`src/rtl/inj_arbiter_pkg.sv`:
```
`default_nettype none
// ============================================================================
//  Module      : inj_arbiter_pkg
//  Description : Shared network configuration for the PE injection path.
//                Provides the node count and the packet type that every
//                local traffic source hands to the injection arbiter.
//  Revision    : 1.0 - initial release
// ============================================================================
package inj_arbiter_pkg;

    // Network geometry
    localparam int NUM_NODES = 16;
    localparam int NODE_W    = $clog2(NUM_NODES);

    // Packet layout: destination node id followed by payload
    localparam int PAYLOAD_W = 12;

    typedef struct packed {
        logic [NODE_W-1:0]    dest;
        logic [PAYLOAD_W-1:0] payload;
    } packet_t;

    localparam int PKT_W = $bits(packet_t);

endpackage : inj_arbiter_pkg
`default_nettype wire

```
`src/rtl/inj_fifo.sv`:
```
`default_nettype none
// ============================================================================
//  Module      : inj_fifo
//  Description : Single-clock packet FIFO with occupancy count, one per
//                injection source. The head entry is presented
//                combinationally from storage; a word written on an edge is
//                only visible after that edge (no write-to-read bypass).
//  Ports       : clk, reset_n       - clock, async active-low reset
//                i_wr_en/i_wr_data  - push request and packet
//                i_rd_en            - pop the head entry
//                o_rd_data          - current head entry
//                o_ready            - room for one more packet
//                o_count            - registered occupancy
//  Revision    : 1.0 - initial release
// ============================================================================
module inj_fifo
    import inj_arbiter_pkg::*;
#(
    parameter int DEPTH = 4
) (
    input  logic                         clk,
    input  logic                         reset_n,
    input  logic                         i_wr_en,
    input  packet_t                      i_wr_data,
    input  logic                         i_rd_en,
    output packet_t                      o_rd_data,
    output logic                         o_ready,
    output logic [$clog2(DEPTH+1)-1:0]   o_count
);

    localparam int PTR_W = $clog2(DEPTH);
    localparam int CNT_W = $clog2(DEPTH+1);

    packet_t            r_mem [DEPTH];
    logic [PTR_W-1:0]   r_wr_ptr;
    logic [PTR_W-1:0]   r_rd_ptr;
    logic [CNT_W-1:0]   r_count;

    logic               w_full;
    logic               w_wr;
    logic               w_rd;

    // Ready comes from the registered count only, so a full FIFO stays
    // not-ready even in a cycle where it is also being popped.
    assign w_full  = (r_count == CNT_W'(DEPTH));
    assign w_wr    = i_wr_en && !w_full;
    assign w_rd    = i_rd_en && (r_count != '0);

    assign o_ready   = !w_full;
    assign o_count   = r_count;
    assign o_rd_data = r_mem[r_rd_ptr];

    // Pointers wrap naturally because DEPTH is a power of two.
    always_ff @(posedge clk or negedge reset_n) begin
        if (!reset_n) begin
            r_wr_ptr <= '0;
            r_rd_ptr <= '0;
            r_count  <= '0;
        end else begin
            if (w_wr) begin
                r_wr_ptr <= r_wr_ptr + 1'b1;
            end
            if (w_rd) begin
                r_rd_ptr <= r_rd_ptr + 1'b1;
            end
            case ({w_wr, w_rd})
                2'b10:   r_count <= r_count + 1'b1;
                2'b01:   r_count <= r_count - 1'b1;
                default: r_count <= r_count;
            endcase
        end
    end

    // Storage is not reset; discarded entries are unreachable once the
    // pointers and count return to zero.
    always_ff @(posedge clk) begin
        if (w_wr) begin
            r_mem[r_wr_ptr] <= i_wr_data;
        end
    end

endmodule : inj_fifo
`default_nettype wire

```
`src/rtl/inj_arbiter.sv`:
```
`default_nettype none
// ============================================================================
//  Module      : inj_arbiter
//  Description : Merges SRC local traffic sources onto one node's PE
//                injection port. Each source has its own FIFO; while the
//                network enables the local port, one non-empty FIFO per
//                cycle is granted round-robin and its head is registered
//                onto the output as a single-cycle valid pulse.
//  Ports       : clk, reset_n              - clock, async active-low reset
//                i_src_data/i_src_val      - per-source packet offer
//                o_src_ready               - per-source FIFO has room
//                i_net_en                  - bit 0 permits injection
//                o_data/o_data_val         - registered packet to network
//                o_src_count               - per-source FIFO occupancy
//  Revision    : 1.0 - initial release
// ============================================================================
module inj_arbiter
    import inj_arbiter_pkg::*;
#(
    parameter int SRC        = 4,
    parameter int FIFO_DEPTH = 4
) (
    input  logic                                       clk,
    input  logic                                       reset_n,
    input  packet_t [0:SRC-1]                          i_src_data,
    input  logic    [0:SRC-1]                          i_src_val,
    output logic    [0:SRC-1]                          o_src_ready,
    input  logic    [3:0]                              i_net_en,
    output packet_t                                    o_data,
    output logic                                       o_data_val,
    output logic    [0:SRC-1][$clog2(FIFO_DEPTH+1)-1:0] o_src_count
);

    localparam int PTR_W = (SRC > 1) ? $clog2(SRC) : 1;

    logic    [0:SRC-1]  w_wr_en;
    logic    [0:SRC-1]  w_pop;
    logic    [0:SRC-1]  w_nonempty;
    packet_t [0:SRC-1]  w_head;

    logic               w_permit;
    logic               w_unused_net_en;
    logic               w_grant_any;
    logic [PTR_W-1:0]   w_grant_idx;
    logic [PTR_W-1:0]   w_cand;
    logic [PTR_W-1:0]   w_rr_next;

    logic [PTR_W-1:0]   r_rr_ptr;
    packet_t            r_data;
    logic               r_data_val;

    // Only bit 0 of the network enable belongs to this local port.
    assign w_permit        = i_net_en[0];
    assign w_unused_net_en = ^i_net_en[3:1];

    for (genvar g = 0; g < SRC; g++) begin : g_src
        assign w_wr_en[g]    = i_src_val[g] && o_src_ready[g];
        assign w_nonempty[g] = (o_src_count[g] != '0);
        assign w_pop[g]      = w_grant_any && (w_grant_idx == PTR_W'(g));

        inj_fifo #(
            .DEPTH (FIFO_DEPTH)
        ) u_fifo (
            .clk       (clk),
            .reset_n   (reset_n),
            .i_wr_en   (w_wr_en[g]),
            .i_wr_data (i_src_data[g]),
            .i_rd_en   (w_pop[g]),
            .o_rd_data (w_head[g]),
            .o_ready   (o_src_ready[g]),
            .o_count   (o_src_count[g])
        );
    end

    // Round-robin search: start at r_rr_ptr, wrap past SRC-1 to 0, first
    // non-empty FIFO wins. Non-empty is judged on registered counts, so a
    // packet written this edge cannot be granted until the next one.
    always_comb begin
        w_grant_any = 1'b0;
        w_grant_idx = '0;
        w_cand      = '0;
        for (int i = 0; i < SRC; i++) begin
            w_cand = PTR_W'((int'(r_rr_ptr) + i) % SRC);
            if (!w_grant_any && w_permit && w_nonempty[w_cand]) begin
                w_grant_any = 1'b1;
                w_grant_idx = w_cand;
            end
        end
    end

    assign w_rr_next = (w_grant_idx == PTR_W'(SRC-1)) ? '0 : (w_grant_idx + 1'b1);

    // Output register: data holds between grants; valid pulses per packet.
    always_ff @(posedge clk or negedge reset_n) begin
        if (!reset_n) begin
            r_rr_ptr   <= '0;
            r_data     <= '0;
            r_data_val <= 1'b0;
        end else begin
            r_data_val <= w_grant_any;
            if (w_grant_any) begin
                r_data   <= w_head[w_grant_idx];
                r_rr_ptr <= w_rr_next;
            end
        end
    end

    assign o_data     = r_data;
    assign o_data_val = r_data_val;

endmodule : inj_arbiter
`default_nettype wire
```
`config.mk`:
```
export PLATFORM = sky130hd
export DESIGN_NAME = inj_arbiter
export DESIGN_NICKNAME = d
export VERILOG_FILES = /design/src/rtl/inj_arbiter_pkg.sv /design/src/rtl/inj_fifo.sv /design/src/rtl/inj_arbiter.sv
export SDC_FILE = /design/constraint.sdc
export NUM_CORES = 1
export LEC_CHECK = 0
export CAP_MARGIN = 10
export CORE_ASPECT_RATIO = 1.75
export CORE_MARGIN = 3
export CORE_UTILIZATION = 26
export DETAILED_ROUTE_END_ITERATION = 8
export REMOVE_ABC_BUFFERS = 1
export SETUP_SLACK_MARGIN = 0.4
export SLEW_MARGIN = 20
export SYNTH_ARGS = -nofsm -noshare
export SYNTH_HDL_FRONTEND = slang
export SYNTH_SLANG_ARGS = --single-unit
```
`constraint.sdc`:
```
create_clock -name clk -period 4.2 [get_ports clk]
set_input_delay 0.63 -clock clk [delete_from_list [all_inputs] [get_ports clk]]
set_output_delay 0.63 -clock clk [all_outputs]
set_load 0.005 [all_outputs]
```
==> flow_summary.ini <==
[cells_and_area]
regArea_um2 = 8860
nets = 873
instances_no_fill = 1384
final_cell_area_um2 = 15000
utilization_pct = 31.8
drive_gt1_share_pct = 17.9
multi_input_area_um2 = 3310
nFillCells = 4431
area_growth_pct = 20.1

[route]
drc = 0
via_per_inst = 4.46
ant_nets = 0
wl_per_cell_um = 20.6
finalWirelength_mm = 28.5
firstDrtPassIters = 6
initialDrtViolationCount = 355
vias = 6167

[clocking]
h-tree-depth = 1
cts_post_setup_buffers_inserted = 0
root_buffer = clkbuf_16
numCtsBuffers = 25
cts_resized = 0
cts_sinks = 303
clkTransAtPathRegs_ps = 70
cts_tree = done
clkLatencyLatePin_ps = 540
holdBufCountCts = 0
clockBufferDepth = 3

[synthesis]
synth_common_cells = edfxtp_1, mux4_2, dfrtp_1
avgSynthCellArea_um2 = 18.6
synth.area.top_cells = edfxtp_1, mux4_2, dfrtp_1, mux2i_1, ha_1
yosysWarnings = 0
synth_flop_cell = edfxtp_1
syn-instance-count = 673
synth_area_um2 = 12500
ys_types = 43
yosysMostFrequentCell = edfxtp_1
yosysTopAreaCellShare_pct = 61.6
synth-edff-count = 256
yosysTopAreaCell = edfxtp_1
synth-seq-cells = 303
async_reset_ff_share_pct = 15.5
ys_seq_area_share_pct = 71.0

[grt]
grtUsageTotal_pct = 11.2
antenna_found_initial = 7
grt_first_pass_wirelength_mm = 41.7
grt_overflow_total = 0
grt_max_degree = 67
grt_pass1_vias = 6471

[min_path]
hold_class = input port to asynchronous set/reset pin

[placement]
gp_congestion = 0.736
place_ws_ps = 697
place_area_um2 = 14100
port_buffers = 103
dp_hpwl_mm = 19.9
numPlacedInstances = 1335

[worst_setup_path]
crit_fanout = 7
timing.rr.end = g_src[3].u_fifo.o_count[2]$_DFFE_PN0P_
worstPathArrival_ps = 3870
reg2reg_depth = 12
critPathKind = flop to flop
r2r_slack_ps = 790
startpoint_type = flop
end_kind = flop
crit_required_ps = 4660
regToRegStartpoint = g_src[0].u_fifo.o_count[1]$_DFFE_PN0P_

[floorplanning]
die_h_um = 296
fp.coreArea_um2 = 47200
ioPinCount = 107
dieArea_um2 = 50800
die_w_um = 172
floorplan.initialDensity_pct = 26.5
num_rows = 105

[sta]
rsz0062_at_grt = false
fin_hold_ws_ps = 179
setup_tns_ps = 0
fin_skew_ps = 12.3
worstMarginPinSlew_ps = 1010
max_freq_mhz = 293
timing.final.crit_period_ps = 3410
period_share_pct = 81.2
finalSetupViolCount = 0
finalHoldViolCount = 0
relSlewSlack_pct = 32.4
fin_ws_ps = 790
slew_viol_final = 0

[pwr]
p_leak_nw = 5.23
vdd_ir_drop_max_mv = 0.338
power_mw = 10.3
power_density_nw_per_um2 = 686

[run_status]
outcome = completed

[run]
cap_violations = 0
-- area by class of cell --
cell class | instances | area share, %
Multi-Input combinational cell | 303 | 22.1
Clock inverter | 17 | 1.47
Tap cell | 588 | 4.91
Clock buffer | 29 | 4.34
Timing Repair Buffer | 112 | 7.29
Antenna cell | 3 | 0.0501
Sequential cell | 303 | 59.1
Inverter | 29 | 0.726
-- worst max-delay path: stages (launching register included) --
cell,delay (ps)
dfrtp_1,410
or3_1,600
a2111oi_2,400
nand4_1,200
o311ai_4,190
ha_1,220
and3_1,230
ha_1,220
inv_1,60
fa_1,370
xor2_1,150
nor2_1,120
xor2_1,160
-- metal layers --
layer / part of all wire, % / wire [µm] / global-route usage, %
met5: 0.19 / 54 / 0
met4: 2.7 / 763 / 4.26
met3: 5.2 / 1490 / 2.59
met2: 57 / 16100 / 21.3
met1: 35 / 10100 / 11.7
-- placed cells by master, fill, tap and decap left out, types with 2 or more instances in the layout --
cell type / count
edfxtp_1: 256
clkdlybuf4s50_1: 102
mux4_2: 64
dfrtp_1: 46
nand2_1: 44
mux2i_1: 34
inv_1: 29
clkbuf_16: 25
o21ai_0: 23
ha_1: 21
and3_1: 17
xor2_1: 13
xnor2_1: 11
o211ai_2: 10
o21ai_1: 9
buf_4: 9
clkinv_2: 8
o21ai_2: 7
o211ai_1: 6
nor2_1: 5
bufinv_16: 5
or3_1: 4
nand3_1: 4
and2_1: 4
fa_1: 4
diode_2: 3
nor3_1: 3
a21oi_1: 3
clkbuf_1: 3
nand4_1: 2
nor3_2: 2
clkinv_4: 2
-- worst max-delay path by stage --
stage	from	end	slack, ps	cells past startpoint
global route	g_src[0].u_fifo.o_count[1]$_DFFE_PN0P_	g_src[3].u_fifo.o_count[2]$_DFFE_PN0P_	550	12
detailed placement	i_net_en[0]	g_src[0].u_fifo.o_count[2]$_DFFE_PN0P_	700	12
global placement	i_net_en[0]	g_src[0].u_fifo.o_count[2]$_DFFE_PN0P_	680	12
finish	g_src[0].u_fifo.o_count[1]$_DFFE_PN0P_	g_src[3].u_fifo.o_count[2]$_DFFE_PN0P_	790	12
floorplan	g_src[2].u_fifo.o_count[2]$_DFFE_PN0P_	o_data[10]$_DFFE_PN0N_	-2660	6
CTS	r_rr_ptr[1]$_DFFE_PN0N_	g_src[0].u_fifo.o_count[2]$_DFFE_PN0P_	740	11
-- cell families (layout without fill, tap and decap cells) --
kind of cell / after synthesis / count (layout) / synth area share (%)
xor gates and xnor gates: 24 / 24 / 1.68
and+or+nand+nor: 89 / 89 / 3.57
buffers and inverters: 67 / 187 / 2.75
adders and majority gates: 25 / 25 / 2.75
other: 0 / 3 / 0
muxes: 99 / 99 / 14.4
AOI/OAI and AO/OA: 66 / 66 / 3.90
DFF: 303 / 303 / 71.0
-- where the power goes --
part           switching, mW  total [mW]  internal [mW]
clock                   1.05        2.48           1.43
combinational           1.69        3.21           1.52
sequential             0.536        4.59           4.06
total                   3.28        10.3           7.00
-- state kept, by name, summed over array words and instances (netlist names) --
register               flops
o_data                    16
g_src.u_fifo.r_mem       256
g_src.u_fifo.r_wr_ptr      8
g_src.u_fifo.o_count      12
r_rr_ptr                   2
o_data_val                 1
g_src.u_fifo.r_rd_ptr      8
Note: power is estimated with default switching activity, not from simulation.
